===== src/rtl/mod_step_counter_pkg.sv =====
// Shared encodings for the modulo step counter: boundary modes and FSM states.
package mod_step_counter_pkg;

    localparam logic [1:0] MODE_WRAP    = 2'd0;
    localparam logic [1:0] MODE_SAT     = 2'd1;
    localparam logic [1:0] MODE_ONESHOT = 2'd2;

    typedef enum logic {
        RUN  = 1'b0,
        HALT = 1'b1
    } state_e;

    // Encoding 3 is unassigned and behaves like wrap.
    function automatic logic is_wrap(input logic [1:0] mode);
        return !((mode == MODE_SAT) || (mode == MODE_ONESHOT));
    endfunction

endpackage


===== src/rtl/mod_step_next.sv =====
// Combinational next-count and boundary-event computation for one up or down step.
module mod_step_next
    import mod_step_counter_pkg::*;
#(
    parameter int unsigned N = 8
) (
    input  logic [N-1:0] count,
    input  logic [N-1:0] step,
    input  logic [N-1:0] modulus,
    input  logic [1:0]   mode,
    input  logic         dir_up,
    output logic [N-1:0] nxt_count_c,
    output logic         event_c
);

    localparam int unsigned W = N + 1;

    logic [N-1:0] s;
    logic [W-1:0] raw;
    logic [W-1:0] mod_p1;

    // A zero effective step never crosses a boundary, so it degenerates to a hold.
    always_comb begin
        s           = (step > modulus) ? modulus : step;
        raw         = {1'b0, count} + {1'b0, s};
        mod_p1      = {1'b0, modulus} + W'(1);
        nxt_count_c = count;
        event_c     = 1'b0;
        if (dir_up) begin
            if (raw <= {1'b0, modulus}) begin
                nxt_count_c = raw[N-1:0];
            end else begin
                event_c     = 1'b1;
                nxt_count_c = is_wrap(mode) ? N'(raw - mod_p1) : modulus;
            end
        end else begin
            if (count >= s) begin
                nxt_count_c = count - s;
            end else begin
                event_c     = 1'b1;
                nxt_count_c = is_wrap(mode) ? N'({1'b0, count} + mod_p1 - {1'b0, s}) : '0;
            end
        end
    end

endmodule


===== src/rtl/mod_step_counter.sv =====
// Modulo up/down step counter with wrap/saturate/one-shot boundaries and load/preset/clamp.
module mod_step_counter
    import mod_step_counter_pkg::*;
#(
    parameter int unsigned N          = 8,
    parameter int unsigned PRESET_VAL = 10
) (
    input  logic         clk,
    input  logic         reset,
    input  logic         en,
    input  logic         up,
    input  logic         down,
    input  logic         load,
    input  logic         preset,
    input  logic [N-1:0] l_data,
    input  logic [N-1:0] step,
    input  logic [N-1:0] modulus,
    input  logic [1:0]   mode,
    output logic [N-1:0] count,
    output logic         max,
    output logic         min,
    output logic         tc,
    output logic         halted
);

    localparam logic [N-1:0] PRESET_N = N'(PRESET_VAL);

    state_e       state;
    state_e       state_nxt;
    logic [N-1:0] count_nxt;
    logic         tc_nxt;
    logic [N-1:0] step_count_c;
    logic         step_event_c;

    mod_step_next #(.N(N)) u_next (
        .count       (count),
        .step        (step),
        .modulus     (modulus),
        .mode        (mode),
        .dir_up      (up),
        .nxt_count_c (step_count_c),
        .event_c     (step_event_c)
    );

    // State and datapath registers.
    always_ff @(posedge clk) begin
        if (reset) begin
            state <= RUN;
            count <= '0;
            tc    <= 1'b0;
        end else begin
            state <= state_nxt;
            count <= count_nxt;
            tc    <= tc_nxt;
        end
    end

    // Priority: load, preset, clamp, single-direction step, else hold.
    always_comb begin
        state_nxt = state;
        count_nxt = count;
        tc_nxt    = 1'b0;
        if (en) begin
            if (load) begin
                count_nxt = (l_data > modulus) ? modulus : l_data;
                state_nxt = RUN;
            end else if (preset) begin
                count_nxt = (PRESET_N > modulus) ? modulus : PRESET_N;
                state_nxt = RUN;
            end else if (count > modulus) begin
                count_nxt = modulus;
            end else if ((up ^ down) && (state == RUN)) begin
                count_nxt = step_count_c;
                tc_nxt    = step_event_c;
                if (step_event_c && (mode == MODE_ONESHOT)) begin
                    state_nxt = HALT;
                end
            end
        end
    end

    assign halted = (state == HALT);
    assign max    = (count == modulus);
    assign min    = (count == '0);

endmodule


===== config.mk =====
export PLATFORM = sky130hd
export DESIGN_NAME = mod_step_counter
export DESIGN_NICKNAME = d
export VERILOG_FILES = /design/src/rtl/mod_step_counter_pkg.sv /design/src/rtl/mod_step_next.sv /design/src/rtl/mod_step_counter.sv
export SDC_FILE = /design/constraint.sdc
export NUM_CORES = 1
export LEC_CHECK = 0
export ABC_CLOCK_PERIOD_IN_PS = 8800
export CAP_MARGIN = 25
export CELL_PAD_IN_SITES_DETAIL_PLACEMENT = 1
export CELL_PAD_IN_SITES_GLOBAL_PLACEMENT = 2
export CORE_MARGIN = 3
export CORE_UTILIZATION = 37
export CTS_CLUSTER_DIAMETER = 150
export DETAILED_ROUTE_END_ITERATION = 12
export PLACE_DENSITY_LB_ADDON = 0.1
export RECOVER_POWER = 50
export SYNTH_ARGS = -nofsm -noshare
export SYNTH_HDL_FRONTEND = slang
export SYNTH_SLANG_ARGS = --single-unit
export TNS_END_PERCENT = 50

===== constraint.sdc =====
create_clock -name clk -period 8.8 [get_ports clk]
set_clock_uncertainty 0.05 [all_clocks]
set_input_delay 0.88 -clock clk [delete_from_list [all_inputs] [get_ports clk]]
set_output_delay 0.88 -clock clk [all_outputs]
set_load 0.05 [all_outputs]

==> reports/qor.csv <==
metric,value,unit
outcome,finished clean,
relSlewSlack,0.500,
row_count,35,
vias,3490,
worstPathMaxFanout,15,
clockRootBuffer,clkbuf_8,
start_kind,primary input,
hold_violations,0,
clock_path_buffers,2,
cts_inserted_buffers,3,
drv_cap,0,
dieArea,10900,sq um
drive_gt1_frac,0.0643,
synth_edf_count,0,
p_leak,1.85,nW
num_antenna_cells,0,
wl,12.8,mm
final_cell_mix,"ha_1 (68), nor2_1 (37), inv_1 (34)",
cts_hold_buffers,0,
cts_resized,0,
io_buffers,44,
core,9330,sq um
worstHoldPathType,flip-flop to flip-flop,
initial_core_util,0.383,
syn_nets,562,
cts_sinks,10,
finalCoreUtilization,0.436,
p_total,0.666,mW
grt_pass1_vias,3591,
fillers,1147,
antenna_found_initial,0,
syn_area_per_cell,7.93,sq um
ir_worst_vdd,0.0642,mV
wl_per_cell,20.9,microns
arrival,7520,ps
syn_inst,451,
num_io_pins,45,
cp.required,8900,ps
syn2layout_area_growth,13.8,%
place_ws,1210,ps
cts_setup_buffers,0,
ys.flop_type,dfxtp_1,
cpPeakStageDelay,680,ps
maxClockFrequency,135,MHz
syn_area,3570,sq um
path_class,primary input to flip-flop,
ys_types,66,
drcViolationCount,0,
place_inst,606,
htreeDepth,1,
drtAntennaViolNets,0,
clk_pin_slew,50,ps
grt_use_total,0.231,
rsz0062_at_grt,no,
setup-tns-final,0,ps
clock_latency,240,ps
ys.warnings.count,0,
drt_iter0_markers,117,
fin_ws,1380,ps
instances_no_fill,611,
period_needed,7420,ps
first_pass_iters,4,
setup-violations-final,0,
worst_path_max_delay_cell,clkdlybuf4s50_1,
via_per_inst,5.71,
power_density,164,nW/um^2
seq_area_frac_synth,0.0560,
wl_met3,625,microns
place_hpwl,10.8,mm
cp-end-kind,flip-flop,
slew_viol_final,0,
top_layer_used,met4,
gr-total-overflow,0,
tightest_slew,743,ps
synth_seq_cells,10,
met2_length,5.97,mm
nets,594,
fin_crit_sh,0.843,
tritoncts,yes,
grt_pass1_wl,20.0,mm
die_h,104,microns
place_congestion,0.883,
m1WireLength,5.81,mm
final_common_cell,ha_1,
dieWidth,104,microns
grt_max_degree,24,
synthArstFlopShare,0,
cell usage after synthesis (all sizes together), types with 5 or more instances:
library cell | count | share of area
a211oi | 6 | 0.014
a21o | 12 | 0.026
a21oi | 29 | 0.042
a311oi | 8 | 0.020
and3 | 5 | 0.0088
buf | 12 | 0.029
clkbuf | 7 | 0.019
dfxtp | 10 | 0.056
fa | 10 | 0.056
ha | 68 | 0.24
inv | 35 | 0.037
mux2 | 7 | 0.022
mux2i | 12 | 0.034
nand2 | 23 | 0.024
nand3 | 20 | 0.028
nand4 | 5 | 0.0088
nor2 | 37 | 0.039
nor2b | 9 | 0.018
nor3 | 7 | 0.0098
nor4 | 5 | 0.010
o211ai | 9 | 0.020
o21a | 7 | 0.015
o21ai | 24 | 0.034
o21bai | 6 | 0.013
o31ai | 5 | 0.012
or3 | 5 | 0.0094
xnor2 | 17 | 0.042
xor2 | 10 | 0.025
where the power goes:
group          switching [mW]  leakage, nW  internal [mW]
clock                  0.0198       0.0288         0.0395
combinational           0.323         1.74          0.223
sequential             0.0118       0.0825         0.0496
total                   0.355         1.85          0.312
state kept, by name (all words and copies together), names as in the netlist:
register / flops
tc: 1
halted: 1
count: 8
stage by stage:
stage               hold slack (ps)  cell area, sq um
finish                          530              4070
global route                    551              4070
CTS                             546              4060
detailed placement              539              4010
global placement                513              4010
floorplan                       703              3570
logic make-up (layout without fill, tap and decap cells):
logic type	after synthesis	count (layout)	synth area share
compound gates	131	131	0.254
flops	10	10	0.0560
fa+ha+maj	78	78	0.294
simple gates	131	131	0.187
xor+xnor	27	27	0.0662
mux	19	19	0.0557
buf+inv	55	86	0.0878
worst max-delay path, delay by kind of cell:
kind	cells	cell delay, ps
compound gates	12	1990
fa+ha+maj	4	1370
buf+inv	4	1270
simple gates	7	1080
mux	1	570
xor+xnor	1	360
routing by layer:
metal  global-route usage  up-vias
met5                    0        -
met2                0.396       93
met4               0.0655        0
met1                0.311     1653
met3               0.0180       17
li1                     -     1727
worst paths after layout:
kind / start / end / slack (ps) / depth (start not counted)
worst max-delay path: modulus[1] / halted / 1380 / 29
worst max register to register: count[1] / halted / 4550 / 16
worst min-delay path: halted / halted / 530 / 2
worst min register to register: halted / halted / 530 / 2
area by class of cell:
cell class	instances	area, sq um	share of cell area
Clock buffer	4	55.1	0.0135
Inverter	35	131	0.0323
Sequential cell	10	200	0.0492
Multi-Input combinational cell	386	3060	0.752
Tap cell	129	161	0.0397
Timing Repair Buffer	47	460	0.113
Note: power is estimated with default switching activity, not from simulation.
